--- src/rtl/seq_det_pkg.sv ---
// Shared constants and helpers for the serial sequence detector family.
package seq_det_pkg;

    // Power-up behaviour: overlapping 11011 detector.
    localparam logic [4:0] DEFAULT_PATTERN = 5'b11011;
    localparam int         DEFAULT_LEN     = 5;
    localparam logic       DEFAULT_OVERLAP = 1'b1;

    // Coerce a requested pattern length into 1..max_len.
    function automatic int unsigned clamp_len(input int unsigned raw_len,
                                              input int unsigned max_len);
        int unsigned r;
        r = raw_len;
        if (r == 0)
            r = 1;
        else if (r > max_len)
            r = max_len;
        return r;
    endfunction

endpackage

--- src/rtl/seq_detect_param_sat_counter.sv ---
// Saturating up-counter with synchronous reset and clear; holds at all-ones.
module sat_counter #(
    parameter int W = 16
) (
    input  logic         clk,
    input  logic         rst,
    input  logic         clr,
    input  logic         inc,
    output logic [W-1:0] q
);

    logic [W-1:0] q_q;
    logic [W-1:0] q_d;

    // Next count: clear wins, otherwise increment unless already saturated.
    always_comb begin
        q_d = q_q;
        if (clr)
            q_d = '0;
        else if (inc && (q_q != {W{1'b1}}))
            q_d = q_q + W'(1);
    end

    // Count register.
    always_ff @(posedge clk) begin
        if (rst)
            q_q <= '0;
        else
            q_q <= q_d;
    end

    assign q = q_q;

endmodule

--- src/rtl/seq_detect_param.sv ---
// Runtime-programmable serial sequence detector with overlap control and
// a saturating match counter.
module seq_detect_param
    import seq_det_pkg::*;
#(
    parameter  int MAX_LEN = 8,
    parameter  int CNT_W   = 16,
    localparam int LEN_W   = $clog2(MAX_LEN + 1)
) (
    input  logic               clk,
    input  logic               rst,
    input  logic               en,
    input  logic               in,
    input  logic               cfg_load,
    input  logic [MAX_LEN-1:0] cfg_pattern,
    input  logic [LEN_W-1:0]   cfg_len,
    input  logic               cfg_overlap,
    output logic               out,
    output logic [CNT_W-1:0]   match_cnt
);

    // Only the newest MAX_LEN-1 bits are stored; the bit arriving this cycle
    // completes the MAX_LEN-wide comparison window.
    logic [MAX_LEN-2:0] hist_q, hist_d;
    logic [LEN_W-1:0]   fill_q, fill_d;
    logic [MAX_LEN-1:0] pat_q,  pat_d;
    logic [LEN_W-1:0]   len_q,  len_d;
    logic               ovl_q,  ovl_d;
    logic               out_q,  out_d;

    logic [MAX_LEN-1:0] hist_n;
    logic [LEN_W-1:0]   fill_n;
    logic [MAX_LEN-1:0] len_mask;
    logic               match;
    logic               cnt_clr;
    logic               cnt_inc;

    // Window after shifting in the current bit, and the mask of live pattern bits.
    always_comb begin
        hist_n = {hist_q, in};
        fill_n = (fill_q == len_q) ? fill_q : fill_q + LEN_W'(1);
        for (int i = 0; i < MAX_LEN; i++)
            len_mask[i] = (LEN_W'(i) < len_q);
        match = en && (fill_n == len_q) &&
                ((hist_n & len_mask) == (pat_q & len_mask));
    end

    // Next-state: load beats bit sampling; idle cycles hold everything but out.
    always_comb begin
        hist_d  = hist_q;
        fill_d  = fill_q;
        pat_d   = pat_q;
        len_d   = len_q;
        ovl_d   = ovl_q;
        out_d   = 1'b0;
        cnt_clr = 1'b0;
        cnt_inc = 1'b0;
        if (cfg_load) begin
            pat_d   = cfg_pattern;
            len_d   = LEN_W'(clamp_len(32'(cfg_len), MAX_LEN));
            ovl_d   = cfg_overlap;
            hist_d  = '0;
            fill_d  = '0;
            cnt_clr = 1'b1;
        end else if (en) begin
            hist_d  = hist_n[MAX_LEN-2:0];
            fill_d  = (match && !ovl_q) ? '0 : fill_n;
            out_d   = match;
            cnt_inc = match;
        end
    end

    // State registers; reset restores the default 11011 overlapping detector.
    always_ff @(posedge clk) begin
        if (rst) begin
            hist_q <= '0;
            fill_q <= '0;
            pat_q  <= MAX_LEN'(DEFAULT_PATTERN);
            len_q  <= LEN_W'(DEFAULT_LEN);
            ovl_q  <= DEFAULT_OVERLAP;
            out_q  <= 1'b0;
        end else begin
            hist_q <= hist_d;
            fill_q <= fill_d;
            pat_q  <= pat_d;
            len_q  <= len_d;
            ovl_q  <= ovl_d;
            out_q  <= out_d;
        end
    end

    sat_counter #(
        .W (CNT_W)
    ) u_cnt (
        .clk (clk),
        .rst (rst),
        .clr (cnt_clr),
        .inc (cnt_inc),
        .q   (match_cnt)
    );

    assign out = out_q;

endmodule

--- config.mk ---
export PLATFORM = sky130hd
export DESIGN_NAME = seq_detect_param
export DESIGN_NICKNAME = d
export VERILOG_FILES = /design/src/rtl/seq_det_pkg.sv /design/src/rtl/seq_detect_param_sat_counter.sv /design/src/rtl/seq_detect_param.sv
export SDC_FILE = /design/constraint.sdc
export NUM_CORES = 1
export LEC_CHECK = 0
export ABC_AREA = 0
export CAP_MARGIN = 20
export CORE_MARGIN = 3
export CORE_UTILIZATION = 30
export DETAILED_ROUTE_END_ITERATION = 8
export GPL_ROUTABILITY_DRIVEN = 0
export SLEW_MARGIN = 20
export SYNTH_ARGS = -nofsm -noshare
export SYNTH_HDL_FRONTEND = slang
export SYNTH_HIERARCHICAL = 1
export SYNTH_SLANG_ARGS = --single-unit
export TNS_END_PERCENT = 50
--- constraint.sdc ---
create_clock -name clk -period 2.7 [get_ports clk]
set_input_delay 0.54 -clock clk [delete_from_list [all_inputs] [get_ports clk]]
set_output_delay 0.54 -clock clk [all_outputs]
set_load 0.03 [all_outputs]
* Yosys cells after proc, flatten, opt, wreduce, memory -nomap -nowiden
Cells that the tools add are included.
** Cells by class
- Add/subtract/negate cells :: 2
- Multiply operators :: 0
- Div/mod/pow operators :: 0
- Magnitude comparators :: 9
- Eq/ne operators :: 4
- Shifts and indexed selects :: 0
- Mux-type cells :: 7
- Bitwise logic cells :: 2
- Reduce and logical (&&, ||, !) cells :: 8
** Operator list (count)
- adder 16 x 1 -> 16 bit (second input constant) :: 1
- bitwise AND 8 bit :: 2
- < comparator 3 x 4 -> 1 bit (first input constant) :: 4
- 2-to-1 mux 4 bit :: 4
- inequality test 16 bit (second input constant) :: 1
- == test 4 bit :: 2
- == test 8 bit :: 1
- < comparator 1 x 4 -> 1 bit (first input constant) :: 2
- < comparator 2 x 4 -> 1 bit (first input constant) :: 2
- adder 4 x 1 -> 4 bit (second input constant) :: 1
- greater-than comparator 4 bit (second input constant) :: 1
- logical AND 1 bit :: 4
- zero test 4 bit :: 1
- OR reduction 2 bit :: 2
- 2-to-1 mux 1 bit :: 3
- zero test 1 bit :: 1
** Storage, ports and cells
- Flip-flop bits (word level) :: 41
- Latch bits :: 0
- Bits in writable memories :: 0
- Memory bits (read-only) :: 0
- Bits of input ports :: 18
- Output and inout bits :: 17
- Word-level logic and storage cells :: 39
- Memories :: 0

* Longest topological paths before layout
- Word-level depth :: 8
- Mapped depth :: 12
- Depth with buffers taken out :: 11

* Cells and area by module
Netlist, hierarchy kept.
** By module, submodules not included
- seq_detect_param :: times used 1, cells an instance 133, area an instance 1283.7 µm², seq. area each 500.5 µm²
- sat_counter :: times used 1, cells an instance 102, area an instance 917.1 µm², seq. area each 320.3 µm²

* Worst setup path before layout
OpenSTA, ideal clock, no wires.
- Kind :: input-to-reg
- Start :: input port en
- End :: register u_cnt.q_q[12], in the netlist u_cnt/q[12]
- Setup time :: 91 ps
- Arrival time :: 2507 ps
- Required time :: 2609 ps
- Slack :: 102 ps
- Cell stages on the path :: 12
- Buffers on the path :: 2
- Cells stage by stage :: buf_2 > inv_1 > a221oi_1 > o221a_2 > nand3_2 > a21o_1 > nor2_1 > and4_4 > and3_1 > buf_4 > a31oi_1 > a311oi_1
** Between the ends
- Cells in the longest elaborated chain, start to end :: 5
** Ends and longest elaborated chain
- start, declared :: line seq_detect_param.sv:12 : input logic en,
- logical AND 1 bit (2 in series) :: line seq_detect_param.sv:44 : match = en && (fill_n == len_q) &&
- 2-to-1 mux 1 bit (*) (2 in series)
- via cnt_inc :: line seq_detect_param.sv:36 : logic cnt_inc;
- logical AND 1 bit (*) :: line seq_detect_param_sat_counter.sv:20 : else if (inc && (q_q != {W{1'b1}}))
- end signal, assigned :: line seq_detect_param_sat_counter.sv:29 : q_q <= q_d;
- end, declared :: line seq_detect_param_sat_counter.sv:12 : logic [W-1:0] q_q;
The timed path passes the listed nets; every way through them passes the cells marked *.
A chain may end at the register's enable or synchronous reset.

* Worst setup path after layout
- Start :: input port en
- End :: register u_cnt.q_q[15], in the netlist u_cnt/q[15]
The elaborated chain is that of the path after synthesis.

==> impl_metrics.json <==
{
  "cts_sinks": 41,
  "vias": 1863,
  "r2r_slack_ns": 0.18,
  "synth-main-ff-cell": "dfxtp_1",
  "use_met2_pct": 18.99,
  "whs_endpoint": "u_cnt/q[5]$_SDFFE_PP0P_",
  "grt_max_degree": 26,
  "r2r_cells": 11,
  "reg2reg_to": "u_cnt/q[15]$_SDFFE_PP0P_",
  "final_area_mm2": 0.002854,
  "worst_pin_slew_ns": 0.7298,
  "clock_latency_ns": 0.30,
  "start_util_pct": 31.69,
  "drv_slew": 0,
  "cts_root_buf": "clkbuf_8",
  "dp_slack_ns": -0.3096,
  "grt_pass1_vias": 1738,
  "ant_nets": 0,
  "hp-class": "reg -> reg",
  "die_y_um": 91.65,
  "timing.final.ws_setup_ns": 0.1482,
  "async_reset_ff_share_pct": 0,
  "nets": 297,
  "holdPathStages": 2,
  "dieArea_mm2": 0.008400,
  "r2r-start": "fill_q[1]$_SDFFE_PP0P_",
  "grt_pass1_wl_um": 8259,
  "antennaDiodeCount": 0,
  "numCtsBuffers": 5,
  "syn_area_per_cell_um2": 9.365,
  "power.density_mw_per_mm2": 476.3,
  "crit_path_end_kind": "flip-flop",
  "first_iter_violations": 96,
  "cts_tree": "yes",
  "outcome": "finished, final reports clean",
  "synth_edf_count": 0,
  "cp.arrival_ns": 2.77,
  "hp-start": "u_cnt/q[5]$_SDFFE_PP0P_",
  "ys_seq_elements": 41,
  "dp_hpwl_um": 3658,
  "vdd_drop_max_v": 0.0002253,
  "avgViaCountPerCell": 4.981,
  "netlist_area_mm2": 0.002201,
  "use_met1_pct": 15.90,
  "grtUsageTotal_pct": 12.07,
  "firstDrtPassIters": 4,
  "setup_viol_count_final": 0,
  "gr-usage-met3_pct": 3.035,
  "final_cell_mix": "39 x dfxtp_1, 34 x clkdlybuf4s50_1, 20 x nor2_1",
  "final.period_utilization_pct": 94.51,
  "fin_util_pct": 41.10,
  "wire_per_inst_um": 13.46,
  "synth_warnings": 6,
  "layout_commonest_cell": "dfxtp_1",
  "placed_area_mm2": 0.002676,
  "cts_htree_levels": 2,
  "instances_no_fill": 374,
  "fp.dieW_um": 91.65,
  "hold_violations": 0,
  "finClkSkew_ns": 0.009797,
  "syn_nets": 255,
  "critPathSlowestCell": "clkdlybuf4s50_1",
  "cp-start-kind": "primary input",
  "ys_seq_area_share_pct": 37.29,
  "io_pins": 35,
  "syn_inst": 235,
  "crit_required_ns": 2.92,
  "fin_crit_ns": 2.552,
  "ctsHoldBuffers": 0,
  "row_count": 30,
  "worstSetupPathType": "in -> reg",
  "drv_cap": 0,
  "fp.coreArea_mm2": 0.006944,
  "path_cells": "clkdlybuf4s50_1, inv_1, a221oi_2, o221a_2, nand3_2, a21o_1, nor2_2, and3_1, nand3_4, a211oi_2, mux2i_1",
  "cts.clk_slew.worst_paths_ns": 0.08,
  "cts_buffer_depth": 2,
  "fmax_ghz": 0.3919,
  "cp_max_fo": 6,
  "ys_types": 57,
  "slowest_delay_ns": 0.50,
  "setup_tns_ns": 0,
  "antenna_found_initial": 0,
  "dp.cells": 366,
  "drive_gt1_share_pct": 18.35,
  "overflow": 0,
  "power_leakage_nw": 1.045,
  "drcViolationCount": 0,
  "relSlewSlack_pct": 51.16,
  "grt.busiest_layer": "met2",
  "portBuffers": 34,
  "area_growth_pct": 29.68,
  "wl_um": 5034
}
-- what timing repair did --
item                       4_1_cts  5_1_grt
resized for setup                1       10
gates cloned                     0        0
pin swaps                        0        2
setup endpoints to repair        4       11
buffers inserted                 0        0
-- routing by layer --
layer	vias up	part of all wire [%]
li1	941	-
met4	0	1.6
met1	876	48
met3	6	4.4
met5	-	0
met2	40	46
-- layout make-up --
type	instances	area, um^2
flip-flops and latches	41	823.3
repair buffers	49	452.9
inverters	4	15.01
clock inverters	3	65.06
clock buffers	5	68.82
fillers	700	4090
well taps	96	120.1
multi-input cells	176	1309
-- worst max-delay path, delay by kind of cell --
family | cells | cell delay, ns
simple gates | 4 | 0.58
compound gates | 4 | 0.87
buf+inv | 2 | 0.57
mux | 1 | 0.21
-- how the worst max path moves through the flow --
stage	start	slack, ns	end
3_3_place_gp	en	-0.29	u_cnt/q[15]$_SDFFE_PP0P_
3_5_place_dp	en	-0.31	u_cnt/q[9]$_SDFFE_PP0P_
4_1_cts	en	-0.03	u_cnt/q[9]$_SDFFE_PP0P_
2_1_floorplan	en	0.10	u_cnt/q[12]$_SDFFE_PP0P_
5_1_grt	en	-0.04	u_cnt/q[15]$_SDFFE_PP0P_
6_report	en	0.15	u_cnt/q[15]$_SDFFE_PP0P_
-- kinds of logic after synthesis --
family / Yosys count / synth area share, %
buffers and inverters: 18 / 5.116
DFF: 41 / 37.29
and+or+nand+nor: 88 / 23.08
muxes: 18 / 8.186
AOI/OAI and AO/OA: 52 / 17.85
adders and majority gates: 2 / 1.137
xor gates and xnor gates: 16 / 7.334
-- synthesized netlist by cell type (2+ instances only) --
library cell   n  area (um^2)
and3_4         2        22.52
o211ai_1       2        15.01
o21ai_1        3        15.01
and3_1         3        18.77
or3_2          3        22.52
o2111a_1       2        22.52
nor3_1         3        15.01
xnor2_1       11        96.34
nor2_1        21        78.83
or3_1          5        31.28
a211o_1        6        52.55
dfxtp_1       41        820.8
a31oi_1        5        31.28
and2_1         3        18.77
nand3_1        6        30.03
xor2_1         3        26.28
inv_1          4        15.01
a221o_1        2        20.02
buf_6          4        45.04
a311oi_1       2        17.52
and2_2         2        15.01
buf_4          2        15.01
nand4_1        4        25.02
ha_1           2        25.02
o21ai_0        6        30.03
clkbuf_1       4        15.01
nor2b_1        5        31.28
buf_2          2        10.01
a2111o_1       2        22.52
a211oi_1       5        37.54
a21oi_1        8        40.04
mux2i_1       18        180.2
or2_2          2        12.51
nand2_1       19        71.32
-- per-stage QoR --
stage,hold slack (ns),power [W]
4_1_cts,0.5102,0.001385
3_5_place_dp,0.4976,0.0007864
2_1_floorplan,0.4804,0.0007347
6_report,0.5086,0.001359
5_1_grt,0.5584,0.001419
3_3_place_gp,0.4870,0.0007862
-- power breakdown --
group          internal (W)  switching [W]  total, W
combinational     0.0000765      0.0000617  0.000138
clock              0.000367       0.000219  0.000586
sequential         0.000619      0.0000161  0.000635
total               0.00106       0.000297   0.00136
-- flip-flops by register name, indices dropped and copies added (netlist names) --
register	cells
u_cnt/q	16
out	1
pat_q	8
hist_q	7
ovl_q	1
len_q	4
fill_q	4
No activity file was read; power rests on OpenSTA's default activity.
